## src/rtl/dbu_run_ctrl_pkg.sv

```systemverilog
// Shared types and defaults for the debug-unit run controller.
// Pure declarations: no logic, no latency, no flow control.
package dbu_pkg;

    typedef enum logic [1:0] {
        HALT = 2'd0,
        RUN  = 2'd1,
        STEP = 2'd2,
        HOLD = 2'd3
    } run_state_t;

    localparam int ADDR_W_DEF          = 8;
    localparam int DEBOUNCE_CYCLES_DEF = 4;

endpackage

```

## src/rtl/dbu_run_ctrl_if.sv

```systemverilog
// Operator controls in, CPU enable / inspection address / status out.
// Level signals only: no handshake and no backpressure on any member.
interface dbu_run_ctrl_if #(parameter int ADDR_W = 8);

    logic              succ;
    logic              step;
    logic              inc;
    logic              dec;
    logic              m_rf;
    logic              cpu_run;
    logic [ADDR_W-1:0] addr;
    logic [15:0]       run_cnt;
    logic [1:0]        state;

    modport master (
        output succ, step, inc, dec, m_rf,
        input  cpu_run, addr, run_cnt, state
    );

    modport slave (
        input  succ, step, inc, dec, m_rf,
        output cpu_run, addr, run_cnt, state
    );

endinterface

```

## src/rtl/dbu_run_ctrl_btn_debounce.sv

```systemverilog
// Push-button conditioner: 2-flop sync, stability counter, one-cycle rise pulse.
// Level/rise lag the pin by 2 + DEBOUNCE_CYCLES edges; no backpressure.
module btn_debounce #(
    parameter int DEBOUNCE_CYCLES = 4
) (
    input  logic clk,
    input  logic rst,
    input  logic btn,
    output logic level,
    output logic rise
);

    localparam int CW = $clog2(DEBOUNCE_CYCLES + 1);

    logic          sync1;
    logic          sync2;
    logic [CW-1:0] cnt;

    // The flip happens on the DEBOUNCE_CYCLES-th consecutive differing cycle.
    always_ff @(posedge clk or posedge rst) begin
        if (rst) begin
            sync1 <= 1'b0;
            sync2 <= 1'b0;
            cnt   <= '0;
            level <= 1'b0;
            rise  <= 1'b0;
        end else begin
            sync1 <= btn;
            sync2 <= sync1;
            rise  <= 1'b0;
            if (sync2 == level) begin
                cnt <= '0;
            end else if (cnt == CW'(DEBOUNCE_CYCLES - 1)) begin
                cnt   <= '0;
                level <= sync2;
                rise  <= sync2;
            end else begin
                cnt <= cnt + CW'(1);
            end
        end
    end

endmodule

```

## src/rtl/dbu_run_ctrl.sv

```systemverilog
// Run/step FSM, inspection address counter and run-cycle counter for the DBU.
// succ -> cpu_run in 3 cycles, step -> pulse in 3 + DEBOUNCE_CYCLES; no backpressure.
module dbu_run_ctrl
    import dbu_pkg::*;
#(
    parameter int DEBOUNCE_CYCLES = DEBOUNCE_CYCLES_DEF,
    parameter int ADDR_W          = ADDR_W_DEF
) (
    input  logic          clk,
    input  logic          rst,
    dbu_run_ctrl_if.slave ctl
);

    logic              succ_s1, succ_s;
    logic              m_rf_s1, m_rf_s, m_rf_q;
    logic              step_lvl, step_rise;
    logic              inc_lvl, inc_rise;
    logic              dec_lvl, dec_rise;
    logic              inc_hit, dec_hit, m_rf_chg;
    run_state_t        state_q, state_d;
    logic              cpu_run_q;
    logic [ADDR_W-1:0] addr_q;
    logic [15:0]       run_cnt_q;

    btn_debounce #(.DEBOUNCE_CYCLES(DEBOUNCE_CYCLES)) u_step (
        .clk(clk), .rst(rst), .btn(ctl.step), .level(step_lvl), .rise(step_rise)
    );
    btn_debounce #(.DEBOUNCE_CYCLES(DEBOUNCE_CYCLES)) u_inc (
        .clk(clk), .rst(rst), .btn(ctl.inc), .level(inc_lvl), .rise(inc_rise)
    );
    btn_debounce #(.DEBOUNCE_CYCLES(DEBOUNCE_CYCLES)) u_dec (
        .clk(clk), .rst(rst), .btn(ctl.dec), .level(dec_lvl), .rise(dec_rise)
    );

    always_ff @(posedge clk or posedge rst) begin
        if (rst) begin
            succ_s1 <= 1'b0;
            succ_s  <= 1'b0;
            m_rf_s1 <= 1'b0;
            m_rf_s  <= 1'b0;
            m_rf_q  <= 1'b0;
        end else begin
            succ_s1 <= ctl.succ;
            succ_s  <= succ_s1;
            m_rf_s1 <= ctl.m_rf;
            m_rf_s  <= m_rf_s1;
            m_rf_q  <= m_rf_s;
        end
    end

    always_comb begin
        state_d = state_q;
        case (state_q)
            HALT: begin
                if (succ_s)         state_d = RUN;
                else if (step_rise) state_d = STEP;
            end
            RUN: begin
                if (!succ_s) state_d = HALT;
            end
            STEP: state_d = HOLD;
            // Wait for release so a held button cannot retrigger.
            HOLD: begin
                if (succ_s)         state_d = RUN;
                else if (!step_lvl) state_d = HALT;
            end
            default: state_d = HALT;
        endcase
    end

    always_ff @(posedge clk or posedge rst) begin
        if (rst) begin
            state_q   <= HALT;
            cpu_run_q <= 1'b0;
            run_cnt_q <= '0;
        end else begin
            state_q   <= state_d;
            cpu_run_q <= (state_d == RUN) || (state_d == STEP);
            if (cpu_run_q) run_cnt_q <= run_cnt_q + 16'd1;
        end
    end

    // A rise pulse always coincides with its new level being high.
    assign inc_hit  = inc_rise & inc_lvl & ~dec_rise;
    assign dec_hit  = dec_rise & dec_lvl & ~inc_rise;
    assign m_rf_chg = m_rf_s ^ m_rf_q;

    always_ff @(posedge clk or posedge rst) begin
        if (rst) begin
            addr_q <= '0;
        end else if (m_rf_chg) begin
            addr_q <= '0;
        end else if (inc_hit) begin
            addr_q <= addr_q + ADDR_W'(1);
        end else if (dec_hit) begin
            addr_q <= addr_q - ADDR_W'(1);
        end
    end

    assign ctl.cpu_run = cpu_run_q;
    assign ctl.addr    = addr_q;
    assign ctl.run_cnt = run_cnt_q;
    assign ctl.state   = state_q;

endmodule
```

## src/flat_wrapper.sv

```systemverilog
// flat-port wrapper written by rule: the top's interface ports become plain ports
module dbu_run_ctrl_flat import dbu_pkg::*;
#(
    parameter int DEBOUNCE_CYCLES = DEBOUNCE_CYCLES_DEF,
    parameter int ADDR_W          = ADDR_W_DEF
)
  (clk, rst, ctl_succ, ctl_step, ctl_inc, ctl_dec, ctl_m_rf, ctl_cpu_run, ctl_addr, ctl_run_cnt, ctl_state);
  dbu_run_ctrl_if #(.ADDR_W(ADDR_W)) ctl_i ();
  input  logic clk;
  input  logic rst;
  input wire logic [$bits(ctl_i.succ)-1:0] ctl_succ;
  input wire logic [$bits(ctl_i.step)-1:0] ctl_step;
  input wire logic [$bits(ctl_i.inc)-1:0] ctl_inc;
  input wire logic [$bits(ctl_i.dec)-1:0] ctl_dec;
  input wire logic [$bits(ctl_i.m_rf)-1:0] ctl_m_rf;
  output wire logic [$bits(ctl_i.cpu_run)-1:0] ctl_cpu_run;
  output wire logic [$bits(ctl_i.addr)-1:0] ctl_addr;
  output wire logic [$bits(ctl_i.run_cnt)-1:0] ctl_run_cnt;
  output wire logic [$bits(ctl_i.state)-1:0] ctl_state;
  assign ctl_i.succ = ctl_succ;
  assign ctl_i.step = ctl_step;
  assign ctl_i.inc = ctl_inc;
  assign ctl_i.dec = ctl_dec;
  assign ctl_i.m_rf = ctl_m_rf;
  assign ctl_cpu_run = ctl_i.cpu_run;
  assign ctl_addr = ctl_i.addr;
  assign ctl_run_cnt = ctl_i.run_cnt;
  assign ctl_state = ctl_i.state;
  dbu_run_ctrl #(.DEBOUNCE_CYCLES(DEBOUNCE_CYCLES), .ADDR_W(ADDR_W)) u_core (.clk(clk), .rst(rst), .ctl(ctl_i));
endmodule
```

## config.mk

```make
export PLATFORM = sky130hd
export DESIGN_NAME = dbu_run_ctrl_flat
export DESIGN_NICKNAME = d
export VERILOG_FILES = /design/src/rtl/dbu_run_ctrl_pkg.sv /design/src/rtl/dbu_run_ctrl_if.sv /design/src/rtl/dbu_run_ctrl_btn_debounce.sv /design/src/rtl/dbu_run_ctrl.sv /design/src/flat_wrapper.sv
export SDC_FILE = /design/constraint.sdc
export NUM_CORES = 1
export LEC_CHECK = 0
export ABC_AREA = 1
export CAP_MARGIN = 20
export CORE_MARGIN = 2
export CORE_UTILIZATION = 41
export DETAILED_ROUTE_END_ITERATION = 8
export REMOVE_ABC_BUFFERS = 1
export SLEW_MARGIN = 40
export SYNTH_ARGS = -nofsm -noshare
export SYNTH_HDL_FRONTEND = slang
export SYNTH_SLANG_ARGS = --single-unit
```

## constraint.sdc

```tcl
create_clock -name clk -period 3.5 [get_ports clk]
set_clock_uncertainty 0.15 [all_clocks]
set_input_delay 0.7 -clock clk [delete_from_list [all_inputs] [get_ports clk]]
set_output_delay 0.7 -clock clk [all_outputs]
set_load 0.02 [all_outputs]
```

==> metrics, run 1 <==
final setup fails 0; NumNets Final 320; First-pass DRT Iterations 4; CP top delay family buffers and inverters; main combinational cell family by area after synthesis simple AND/OR/NAND/NOR gates; worst slew pin tran 0.5237 ns; minimum clock period 2.305 ns; register-to-register setup slack 1.44 ns; reg2reg end u_core.ctl.addr[3]$_DFFE_PP0P_; CTS buffer count 5; CTS Root Cell clkbuf_8; reg2reg start u_core.u_dec.rise$_DFF_PP0_; Power Density 664.2 nW/um^2; FF/Latch Area 1326 sq um; initial antenna violation count 0; share of layout cells above drive strength 1 9.241%; Slew headroom 64.77%; Worst-path clk slew 0.10 ns; Seq pwr share 41.9%; Post-synth EDFFs 0; syn avg cell area 9.374 sq um; worst reg2reg path depth 7; Max Freq 0.4339 GHz; Sink Count 53; vias per cell 4.574; die area 6577 sq um; crit-path max FO 6; number of global-route vias before repair 1665; hold_buf cts 0; Post-Synth Simple-Gate Area 25.92%; complex-gate fraction of the synthesized area 2.977%; I/O pins 34; area of the multi-input gates 972.2 sq um; Mapped Cells 260; CTS tree built; max-slew violation count 0; Resize count post-CTS 0; Hold Crit Class flop to flop; clock power share 21.6%; first-pass GRT wire length 7.465 mm; switching pwr 713.5 uW; initial drt markers 65; ant diodes 0; dpl hpwl 3.086 mm; Area Overhead vs Synth 22.79%; yosys warns 0; Pleak 0.001520 uW; Placed Cells 370; grt total ovfl 0; outcome finished, final reports clean; total number of vias 1729; mux cell area share after synthesis 0%; Std-Cell Rows 28; slowest stage delay, CP 0.65 ns; Worst Path Arrival 1.45 ns; ys flop type dfrtp_1; final wirelength 4.149 mm; cell chain of the critical path clkdlybuf4s50_1; RSZ-0062 raised after global routing false; Placeable Area 5816 sq um; routed len/inst 10.98 um; Skew-Pair Late Insertion Delay 0.31 ns; filler cell count in the final layout 597; Port Buffers 33; top cells by area, synth dfrtp_1 54%, nand2_1 11%, inv_1 5.5%, ha_1 5.1%, xor2_1 3.2%; cell type with the largest total area after synthesis dfrtp_1; WP data required 2.65 ns; ANT nets after route 0; Starting Density 41.91%; total track usage 14.67%; RePlAce Congestion 0.7644; H-tree levels 2; setup TNS 0 ns; maximum vdd drop 337.4 uV; Die Y 81.10 um; critical path launch point type flop; largest net degree at the start of global routing 21; Seq/Total Area, Yosys 54.41%; setup bufs post-CTS 0; switch share 35.90%; register bit total from synthesis 53; post-synth cell types 26; Critical Path Stages 1; end of the critical path ctl_cpu_run; DIE WIDTH 81.10 um; Netlist Area Pre-Place 2437 sq um; max cap viols 0; asr flop ratio synth 100.0%; Slowest-stage cell, CP clkdlybuf4s50_1; XOR/XNOR Fraction of Synth Area 5.031%; fin crit share 65.85%; Int Power 1274 uW; clk buf depth 2; CP Launch Point u_core.ctl.cpu_run$_DFF_PP0_; critical path class flop to primary output; Comb power frac 36.4%; worst path bufs/invs 1; Final Hold Fails 0; post-synth top area share 54.41%; Post-Layout Cell Count 378; CP endpoint kind primary output; DRC viols 0; Synth Area in Adders 5.955%
[Yosys cell counts (2+ instances only)]
| cell | n |
|---|---|
| a21oi_1 | 4 |
| nand2_2 | 2 |
| nor3_1 | 9 |
| nand3_2 | 2 |
| nand3_1 | 13 |
| nor2_4 | 3 |
| xor2_1 | 9 |
| dfrtp_1 | 53 |
| nand4_1 | 3 |
| nand2_1 | 70 |
| inv_1 | 36 |
| xnor2_1 | 5 |
| or2_2 | 4 |
| o21ai_0 | 6 |
| nand3b_1 | 5 |
| ha_1 | 10 |
| nor2_1 | 17 |
[metrics by stage]
stage                     cell area [sq um]  util (%)  hold WS [ns]  total power, uW  setup slack, ns
after global placement                 2877     49.46        0.1822             1559            1.499
after CTS                              2993     51.46        0.2103             2020            1.185
after detailed placement               2877     49.46        0.1855             1578            1.453
after floorplan                        2437         -        0.1812             1339            1.364
final                                  2993     51.46        0.2053             1988            1.195
after global routing                   2993     51.46        0.2157             2154            1.143
[logic make-up after synthesis]
kind of cell,count (synthesis)
XOR/XNOR,14
flip-flops,53
buffers and inverters,37
AND/OR/NAND/NOR,132
adder cells (fa/ha/maj),11
AO/OA/AOI/OAI,13
[area by class of cell]
class	count	area share, %
multi-input cells	170	32.48
repair buffers	35	11.54
inverters	37	4.640
well taps	75	3.135
flip-flops and latches	53	44.31
clock inverters	3	1.589
clock buffers	5	2.299
[routing by layer]
| layer | vias up | wire length (um) | global-route usage (%) |
|---|---|---|---|
| met5 | - | 0 | 0 |
| met4 | 0 | 48 | 4.576 |
| met3 | 5 | 138 | 3.667 |
| met2 | 30 | 1863 | 22.07 |
| met1 | 800 | 2098 | 20.86 |
| li1 | 894 | - | - |
[worst min path at each step]
stage	from	endpoint	slack (ns)	cells after the start
final	u_core.m_rf_s1$_DFF_PP0_	u_core.m_rf_s$_DFF_PP0_	0.21	0
after global routing	u_core.u_inc.sync1$_DFF_PP0_	u_core.u_inc.sync2$_DFF_PP0_	0.22	0
after CTS	u_core.u_dec.sync1$_DFF_PP0_	u_core.u_dec.sync2$_DFF_PP0_	0.21	0
after detailed placement	u_core.u_dec.sync1$_DFF_PP0_	u_core.u_dec.sync2$_DFF_PP0_	0.19	0
after global placement	u_core.u_dec.sync1$_DFF_PP0_	u_core.u_dec.sync2$_DFF_PP0_	0.18	0
after floorplan	u_core.m_rf_s1$_DFF_PP0_	u_core.m_rf_s$_DFF_PP0_	0.18	0
[power groups by stage]
stage                     combinational, uW  clock, uW  sequential, uW
final                                   725        429             834
after global routing                    834        469             851
after CTS                               738        447             836
after detailed placement                733          0             845
after global placement                  717          0             842
after floorplan                         435          0             904
[registers in the layout, summed over array words and instances, names as in the netlist, 2 cells and up]
register            count
u_core.ctl.addr         8
u_core.ctl.run_cnt     16
u_core.ctl.state        2
u_core.u_dec.cnt        3
u_core.u_inc.cnt        3
u_core.u_step.cnt       3
[cell usage in the layout, fill, tap and decap left out, drive strengths merged]
cell type / instances
ha: 10
nor2: 22
buf: 2
nand4: 3
bufinv: 1
a21boi: 1
clkbuf: 5
inv: 39
a21oi: 4
xnor2: 5
or2: 4
nand3b: 5
nand3: 15
clkdlybuf4s50: 33
o21ai: 6
nor3: 10
xor2: 9
o22ai: 1
a21o: 1
dfrtp: 53
fa: 1
nand2: 73
Note: power is estimated with default switching activity, not from simulation.
==> run 2: changes to the inputs <==
==> constraint.sdc (replaced) <==
create_clock -name clk -period 2.25 [get_ports clk]
set_clock_uncertainty 0.15 [all_clocks]
set_input_delay 0.45 -clock clk [delete_from_list [all_inputs] [get_ports clk]]
set_output_delay 0.45 -clock clk [all_outputs]
set_load 0.02 [all_outputs]
==> metrics, run 2 (synthesis results as in run 1) <==
hold_buf cts 0; Resize count post-CTS 0; setup TNS 0 ns; first-pass GRT wire length 7.245 mm; Sink Count 53; die area 6577 sq um; Post-Layout Cell Count 377; most common cell after layout, fill and taps aside nand2_1; Starting Density 41.91%; Hold Path End u_core.m_rf_s$_DFF_PP0_; minimum clock period 2.065 ns; filler cell count in the final layout 577; Port Buffers 33; ANT nets after route 0; ant diodes 0; Slew headroom 64.11%; WHS Path Cells 0; RSZ-0062 raised after global routing false; dpl hpwl 3.004 mm; max cap viols 0; Area Overhead vs Synth 22.18%; outcome finished, final reports clean; clk buf depth 2; RePlAce Congestion 0.7939; reg2reg end u_core.ctl.addr[7]$_DFFE_PP0P_; register-to-register setup slack 0.19 ns; M3 GR Usage 3.778%; total track usage 14.16%; routed len/inst 10.90 um; pre-CTS WS 0.1760 ns; initial drt markers 44; grt total ovfl 0; Std-Cell Rows 28; worst reg2reg path depth 8; Power Density 1002 nW/um^2; H-tree levels 2; maximum vdd drop 572.8 uV; vias per cell 4.576; worst slew pin tran 0.5336 ns; largest net degree at the start of global routing 54; initial antenna violation count 0; GR Util met1 19.15%; Worst Path Arrival 2.11 ns; total number of vias 1725; Placed Cells 369; number of global-route vias before repair 1714; hold_sp u_core.m_rf_s1$_DFF_PP0_; critical path launch point type flop; CP endpoint kind flop; First-pass DRT Iterations 3; max-slew violation count 0; global routing's busiest layer met2; final worst slack 0.1855 ns; critical path class flop to flop; I/O pins 34; Pleak 0.001512 uW; final setup fails 0; post-place instance area 2882 sq um; setup bufs post-CTS 0; final wirelength 4.111 mm; CTS buffer count 5; fin area 2978 sq um; share of layout cells above drive strength 1 8.940%; DRC viols 0; max reg flops 16; NumNets Final 319; Placeable Area 5816 sq um; WP data required 2.30 ns; CTS Root Cell clkbuf_8; Hold Crit Class flop to flop; fin crit share 91.76%; CP Launch Point u_core.u_dec.rise$_DFF_PP0_; crit-path max FO 9; DIE WIDTH 81.10 um; Worst-path clk slew 0.10 ns; Final Hold Fails 0; commonest non-fill, non-tap cells in the layout 70 x nand2_1, 53 x dfrtp_1, 35 x inv_1; Skew-Pair Late Insertion Delay 0.30 ns; reg2reg start u_core.u_dec.rise$_DFF_PP0_; CTS tree built; Max Freq 0.4844 GHz; met2 usage 22.48%; Die Y 81.10 um
run 2: cell type report:
type,count,area [sq um],share of cell area (%)
multi-input combinational,170,972.2,32.65
sequential,53,1326,44.54
clock buffer,6,82.58,2.773
inverter,37,138.9,4.664
clock inverter,2,13.76,0.4622
tap,75,93.84,3.151
timing repair buffer,34,350.3,11.76
run 2: where the power goes:
part           switching [uW]  internal [uW]
combinational             626            510
clock                     309            250
sequential                154           1130
total                    1090           1890
run 2: routing by layer:
metal / wire length (um) / vias to the layer above
met1: 2053 / 800
met2: 1855 / 28
li1: - / 893
met4: 34 / 0
met3: 168 / 4
met5: 0 / -
run 2: how the worst max path moves through the flow:
stage,depth (start not counted),endpoint,slack [ns]
3_5_place_dp,8,u_core.ctl.addr[7]$_DFFE_PP0P_,0.18
5_1_grt,9,u_core.ctl.addr[5]$_DFFE_PP0P_,0.02
4_1_cts,8,u_core.ctl.addr[7]$_DFFE_PP0P_,0.16
6_report,8,u_core.ctl.addr[7]$_DFFE_PP0P_,0.19
3_3_place_gp,8,u_core.ctl.addr[7]$_DFFE_PP0P_,0.26
2_1_floorplan,1,u_core.ctl.addr[0]$_DFFE_PP0P_,0.36
run 2: worst max-delay path: stages, from the launching register on:
cell and delay, ns:
dfrtp_1 0.38, inv_1 0.07, nand3_1 0.28, ha_1 0.43
or2_2 0.32, nand3_1 0.11, nand3_1 0.08, nand3_1 0.09
nand2_1 0.05
run 2: stage by stage:
step	hold WS (ns)	total power (uW)	utilization, %
after detailed placement	0.1847	2451	49.55
after CTS	0.2083	3033	51.20
after global placement	0.1820	2427	49.55
after global routing	0.2248	3233	51.20
final	0.2052	2983	51.20
after floorplan	0.1812	2083	-
==> run 3: changes to the inputs <==
--- a/config.mk
+++ b/config.mk
@@ -6,6 +6,7 @@
 export NUM_CORES = 1
 export LEC_CHECK = 0
 export ABC_AREA = 1
+export ABC_CLOCK_PERIOD_IN_PS = 2250
 export CAP_MARGIN = 20
 export CORE_MARGIN = 2
 export CORE_UTILIZATION = 41
==> results of run 3 <==
Final layout, timing and power as in run 2 (identical DEF).
